**config.mk**
```make
export PLATFORM = sky130hd
export DESIGN_NAME = imem_arbiter
export DESIGN_NICKNAME = d
export VERILOG_FILES = /design/src/rtl/imem_arbiter.sv
export SDC_FILE = /design/constraint.sdc
export NUM_CORES = 1
export LEC_CHECK = 0
export CAP_MARGIN = 20
export CORE_ASPECT_RATIO = 0.75
export CORE_MARGIN = 10
export CORE_UTILIZATION = 21
export CTS_CLUSTER_DIAMETER = 60
export CTS_CLUSTER_SIZE = 14
export DETAILED_ROUTE_END_ITERATION = 16
export PLACE_DENSITY_LB_ADDON = 0.05
export SYNTH_ARGS = -nofsm -noshare
export SYNTH_HDL_FRONTEND = slang
export SYNTH_SLANG_ARGS = --single-unit
```
**constraint.sdc**
```tcl
create_clock -name clk -period 2 [get_ports clk]
set_input_delay 0.3 -clock clk [delete_from_list [all_inputs] [get_ports clk]]
set_output_delay 0.3 -clock clk [all_outputs]
set_load 0.05 [all_outputs]
```
**src/rtl/imem_arbiter.sv**
```systemverilog
`default_nettype none
// ============================================================================
// Module   : imem_arbiter
// Brief    : Shares a single-port synchronous-read instruction memory between
//            the fetch stage and the data side, with fetch anti-starvation.
// Revision : 1.0 - initial release
// ============================================================================
module imem_arbiter #(
    parameter int ADDR_W     = 32,
    parameter int DATA_W     = 32,
    parameter int STARVE_MAX = 4
) (
    input  logic              clk,
    input  logic              rst,
    input  logic              f_valid_i,
    output logic              f_ready_o,
    input  logic [ADDR_W-1:0] f_addr_i,
    input  logic              f_flush_i,
    output logic              f_rvalid_o,
    output logic [DATA_W-1:0] f_rdata_o,
    input  logic              d_valid_i,
    output logic              d_ready_o,
    input  logic [ADDR_W-1:0] d_addr_i,
    output logic              d_rvalid_o,
    output logic [DATA_W-1:0] d_rdata_o,
    output logic              mem_en_o,
    output logic [ADDR_W-1:0] mem_addr_o,
    input  logic [DATA_W-1:0] mem_rdata_i
);

    localparam logic [3:0] c_starve_max = 4'(STARVE_MAX);

    logic       fv;
    logic       fetch_pri;
    logic       gnt_f;
    logic       gnt_d;
    logic       resp_f_q, resp_f_d;
    logic       resp_d_q, resp_d_d;
    logic [3:0] starve_cnt_q, starve_cnt_d;

    always_comb begin
        fv        = f_valid_i & ~f_flush_i;
        fetch_pri = (starve_cnt_q == c_starve_max);
        gnt_d     = d_valid_i & ~(fv & fetch_pri);
        gnt_f     = fv & ~gnt_d;
    end

    always_comb begin
        mem_addr_o = '0;
        if (gnt_d) begin
            mem_addr_o = d_addr_i;
        end else if (gnt_f) begin
            mem_addr_o = f_addr_i;
        end
    end

    // A fetch that lost arbitration ages the counter; anything else (fetch
    // won, or no live fetch request) restarts the starvation window.
    always_comb begin
        resp_f_d     = gnt_f;
        resp_d_d     = gnt_d;
        starve_cnt_d = 4'd0;
        if (fv && gnt_d) begin
            starve_cnt_d = fetch_pri ? starve_cnt_q : starve_cnt_q + 4'd1;
        end
    end

    always_ff @(posedge clk or posedge rst) begin
        if (rst) begin
            resp_f_q     <= 1'b0;
            resp_d_q     <= 1'b0;
            starve_cnt_q <= 4'd0;
        end else begin
            resp_f_q     <= resp_f_d;
            resp_d_q     <= resp_d_d;
            starve_cnt_q <= starve_cnt_d;
        end
    end

    assign f_ready_o  = gnt_f;
    assign d_ready_o  = gnt_d;
    assign mem_en_o   = gnt_f | gnt_d;
    // Flush kills the fetch word returning this cycle; it was fetched down the
    // wrong path.
    assign f_rvalid_o = resp_f_q & ~f_flush_i;
    assign d_rvalid_o = resp_d_q;
    assign f_rdata_o  = mem_rdata_i;
    assign d_rdata_o  = mem_rdata_i;

endmodule
`default_nettype wire

```
==> flow_metrics.tcl, run 1 <==
set metrics [dict create \
    tightest_slew_ns 0.5012 \
    synth_seq_area_share_pct 13.36 \
    coreArea_sq_um 5037 \
    initial_utilization_pct 22.31 \
    io_buffer_count 105 \
    ys_seq_elements 6 \
    wl_met3_microns 602 \
    synthTopCellsByArea "buf_4 (45%), a22o_1 (25%), dfrtp_1 (13%), buf_6 (3.0%), ha_1 (2.2%)" \
    clock-skew-final_ns 0.003228 \
    grt_overflow_total 0 \
    hp-class "input pin to async pin" \
    num_antenna_cells 0 \
    max_freq_ghz 0.4855 \
    ys_warn_count 0 \
    cts_sinks 6 \
    viasPerCell 4.291 \
    top_layer "met4" \
    grt_pass1_wl_mm 7.362 \
    synth_top_area_share_pct 44.77 \
    drtPass1Iterations 4 \
    grt_pass1_vias 1233 \
    drt-met1-wl_mm 1.768 \
    die_area_sq_um 8706 \
    grt_usage_pct 10.60 \
    final_common_cell "clkdlybuf4s50_1" \
    cts_root_buf "clkbuf_8" \
    startpoint_type "flop" \
    clk_pin_slew_ns 0.04 \
    initialDrtViolationCount 41 \
    setup_ws_ns -0.05962 \
    r2r_end "d_rvalid_o" \
    fin_nets 284 \
    synth_area_sq_um 1124 \
    cp_max_fo 17 \
    fin_crit_ns 2.060 \
    power_density_nw_per_um2 405.3 \
    cts_buffers 3 \
    cp-end-kind "primary output" \
    cp_data_required_time_ns 1.70 \
    ir_worst_vdd_uv 201.9 \
    routedWlPerCell_microns 20.96 \
    hold_viol_final 0 \
    slew_headroom_pct 66.48 \
    crit_arrival_ns 1.76 \
    violations "setup timing" \
    clockBufferDepth 2 \
    hpwl_mm 4.049 \
    num_io_pins 202 \
    wl_mm 5.261 \
    num_vias 1077 \
    clk_latency_ns 0.22 \
    synth_top_area_cell "buf_4" \
    fp-row-count 22 \
    place_congestion 0.6986 \
    cap_violations 0 \
    antenna_found_initial 0 \
    placed_cell_area_sq_um 2123 \
    drc 0 \
    hold_slack_ns 0.2960 \
    synth_area_per_cell_sq_um 8.778 \
    layout-drive-gt1-share_pct 43.02 \
    syn2layout_area_growth_pct 121.5 \
    power_leakage_nw 1.040 \
    dr_wl_met2_mm 2.758 \
    yosysUniqueCellTypes 17 \
    path_class "flop to primary output" \
    die_x_microns 104.5 \
    cts_max_level 1 \
    synth_cells 128 \
    final_area_sq_um 2489 \
    fin_crit_sh_pct 103.0 \
    final_cell_mix "clkdlybuf4s50_1 (69), buf_12 (37), a22o_4 (20), a22o_1 (12), dfrtp_1 (6)" \
    synth_nets 231 \
    reg2reg_depth 5 \
    cts_hold_buf 0 \
    ff2ff_setup_slack_ns 0.64 \
    tritoncts "yes" \
    rr_startpoint "starve_cnt_q[1]" \
    drtAntennaViolNets 0 \
    finalSetupViolations 32 \
    drv_slew 0 \
    status "finished with violations" \
    rsz0062_at_grt "yes" \
    die_h_microns 83.35 \
    grt_max_degree 18 \
]
-- kinds of logic after synthesis --
logic type                 count (synthesis)  share of synthesized area (%)
buffers and inverters                     74                          49.11
AOI/OAI and AO/OA                         34                          27.06
xor gates and xnor gates                   2                          1.559
DFF                                        6                          13.36
adders and majority gates                  2                          2.227
and+or+nand+nor                           10                          6.681
-- where the power goes --
group	switching, mW	internal, mW	leakage, nW
clock	0.0494	0.129	0.0216
combinational	0.315	0.390	0.938
sequential	0.000964	0.125	0.0805
total	0.365	0.644	1.04
-- registers in the layout (all words and copies together) (netlist names) --
signal	flops
starve_cnt_q	4
resp_f_q	1
d_rvalid_o	1
-- layout make-up --
class | instances | area [sq um]
clock buffer | 3 | 41.29
fill | 443 | 2549
inverter | 4 | 15.01
multi-input combinational | 49 | 621.8
sequential | 6 | 150.1
tap | 72 | 90.09
timing repair buffer | 117 | 1570
-- per-layer routing --
metal | up-vias | global-route usage [%]
li1 | 493 | -
met1 | 476 | 9.357
met2 | 82 | 19.57
met3 | 26 | 5.324
met4 | 0 | 5.131
met5 | - | 0
-- synthesized netlist by cell type --
cell / n
xnor2_1: 1
nand2b_4: 1
a22o_1: 32
dfrtp_1: 6
inv_1: 4
o21a_4: 1
nand2_1: 1
buf_4: 67
ha_1: 2
nor3_1: 4
buf_6: 3
nor2b_1: 1
nand2b_1: 1
nand3_1: 1
xor2_1: 1
nand3b_4: 1
a21oi_2: 1
-- metrics by stage --
| step | setup WS [ns] | utilization, % | setup TNS [ns] | power [mW] | instances |
|---|---|---|---|---|---|
| 3_3_place_gp | -0.04711 | 42.15 | -1.151 | 0.7602 | 238 |
| 5_1_grt | -0.1152 | 49.40 | -3.094 | 1.052 | 251 |
| 3_5_place_dp | -0.08965 | 42.15 | -2.384 | 0.7620 | 238 |
| 6_report | -0.05962 | 49.40 | -1.065 | 1.009 | 251 |
| 4_1_cts | -0.03529 | 44.68 | -0.8190 | 0.9632 | 247 |
| 2_1_floorplan | 0.01254 | - | 0 | 0.7304 | 128 |
-- worst max path at each step --
stage	startpoint	to	cells after the start
after detailed placement	f_flush_i	mem_addr_o[22]	5
after floorplan	starve_cnt_q[0]	mem_addr_o[18]	6
final	starve_cnt_q[1]	mem_addr_o[15]	6
after CTS	starve_cnt_q[1]	mem_addr_o[22]	8
after global placement	f_flush_i	mem_addr_o[5]	5
after global routing	starve_cnt_q[1]	mem_addr_o[15]	6
-- timing repair --
item                                    4_1_cts  5_1_grt
cloned                                        2        1
gates resized for setup                       5       24
endpoints found under the setup margin       32       32
pin swaps                                     7        0
setup buffers                                 4        3
endpoints found under the hold margin         0        0
-- worst max-delay path, cell delays in order, from the launching register on --
cell	delay, ns
dfrtp_1	0.38
inv_1	0.07
ha_2	0.18
nand3b_4	0.11
o21a_4	0.32
a22o_1	0.30
buf_12	0.16
Note: power is estimated with default switching activity, not from simulation.
==> run 2, diff against run 1 <==
- CTS_CLUSTER_DIAMETER: 60 -> default
- SKIP_CTS_REPAIR_TIMING: default -> 1
- SLEW_MARGIN: default -> 20
==> run 2 against run 1 <==
- the flow still finishes with violations (setup timing)
- non-clock buffer count decreased by 2
- clock skew about the same
- register-to-register slack got worse by 0.03 ns
- sequential power about the same
- flip-flop and latch count unchanged
- die area unchanged
- critical path depth unchanged
- global-route usage decreased by 0.87 points
- critical path type unchanged
- largest cell class unchanged
- largest power group unchanged
==> flow_metrics.tcl, run 2 (synthesis results as in run 1) <==
set metrics [dict create \
    coreArea_sq_um 5037 \
    hp-class "input pin to async pin" \
    fin_crit_ns 2.078 \
    syn2layout_area_growth_pct 113.9 \
    drc 0 \
    clockBufferDepth 2 \
    cap_violations 0 \
    grt_max_degree 35 \
    dp_slack_ns -0.08965 \
    tns_ns -1.957 \
    layout-drive-gt1-share_pct 38.42 \
    fin_crit_sh_pct 103.9 \
    tightest_slew_ns 0.5012 \
    grt_pass1_vias 1162 \
    post-route-util_pct 47.71 \
    crit_arrival_ns 1.78 \
    initialDrtViolationCount 28 \
    wl_mm 5.199 \
    crit_chain "inv_1, ha_2, nand3b_4, o21a_4, a22o_1, buf_12" \
    cp-end-kind "primary output" \
    routedWlPerCell_microns 20.88 \
    placed_cell_area_sq_um 2123 \
    tritoncts "yes" \
    final_area_sq_um 2404 \
    clk_latency_ns 0.22 \
    drtPass1Iterations 4 \
    regMostFlops "starve_cnt_q" \
    power_leakage_nw 0.9946 \
    status "finished with violations" \
    initial_utilization_pct 22.31 \
    clock-skew-final_ns 0.003009 \
    cp_max_fo 17 \
    hpwl_mm 4.049 \
    die_h_microns 83.35 \
    path_class "flop to primary output" \
    final-seq-area_sq_um 150.1 \
    die_area_sq_um 8706 \
    io_buffer_count 105 \
    ir_worst_vdd_uv 206.0 \
    num_io_pins 202 \
    grt_pass1_wl_mm 6.844 \
    die_x_microns 104.5 \
    final_cell_mix "clkdlybuf4s50_1 (69), buf_12 (37), a22o_1 (19), a22o_4 (13), dfrtp_1 (6)" \
    cp_data_required_time_ns 1.70 \
    grt_usage_pct 9.726 \
    cts_buffers 3 \
    rsz0062_at_grt "yes" \
    setup_ws_ns -0.07829 \
    antenna_found_initial 0 \
    drtAntennaViolNets 0 \
    hold_viol_final 0 \
    cts_root_buf "clkbuf_8" \
    nFillCells 448 \
    startpoint_type "flop" \
    num_antenna_cells 0 \
    cts_max_level 1 \
    grt_overflow_total 0 \
    place_congestion 0.6986 \
    fp-row-count 22 \
    p_total_mw 0.9909 \
    viasPerCell 4.237 \
    drv_slew 0 \
    finalSetupViolations 32 \
    stdcell_count 249 \
    num_vias 1055 \
    max_freq_ghz 0.4812 \
    final_common_cell "clkdlybuf4s50_1" \
    slew_headroom_pct 66.48 \
    violations "setup timing" \
    cts_sinks 6 \
    dp.cells 238 \
    fin_nets 282 \
    max_stage_delay_ns 0.40 \
    hold_slack_ns 0.2907 \
    multi_input_area_sq_um 560.5 \
    clk_pin_slew_ns 0.04 \
    power_density_nw_per_um2 412.3 \
    cp_slowest_cell "dfrtp_1" \
    largest_reg_flops 4 \
    ff2ff_setup_slack_ns 0.61 \
]
==> run 2: worst paths after layout <==
check | startpoint | depth (start not counted) | end
setup / recovery | starve_cnt_q[0] | 6 | mem_addr_o[15]
hold / removal | rst | 2 | starve_cnt_q[2]
setup reg to reg | starve_cnt_q[0] | 7 | resp_f_q
hold reg to reg | starve_cnt_q[0] | 1 | starve_cnt_q[0]
max in group asynchronous | rst | 2 | starve_cnt_q[0]
min in group clk | starve_cnt_q[0] | 1 | starve_cnt_q[0]
==> run 2: layer usage <==
metal	up-vias	part of all wire (%)	track usage, %
li1	484	-	-
met1	459	35	8.570
met2	84	51	17.58
met3	28	11	5.170
met4	0	2.9	5.131
met5	-	0	0
==> run 2: report_power, final <==
group	total (mW)	switching, mW	internal [mW]
Sequential	0.126	0.00133	0.125
Clock	0.182	0.0529	0.129
Combinational	0.682	0.307	0.375
Total	0.991	0.362	0.629
==> run 2: critical path, delay by kind of cell (launching register included) <==
| family | cells | cell delay (ns) |
|---|---|---|
| buffers and inverters | 2 | 0.23 |
| adders and majority gates | 1 | 0.18 |
| DFF | 1 | 0.40 |
| and+or+nand+nor | 1 | 0.11 |
| AOI/OAI and AO/OA | 2 | 0.63 |
==> run 2: layout make-up <==
type | instances | share of cell area, %
multi-input cells | 49 | 23.32
flip-flops and latches | 6 | 6.247
clock buffers | 3 | 1.718
repair buffers | 115 | 64.34
well taps | 72 | 3.748
inverters | 4 | 0.6247
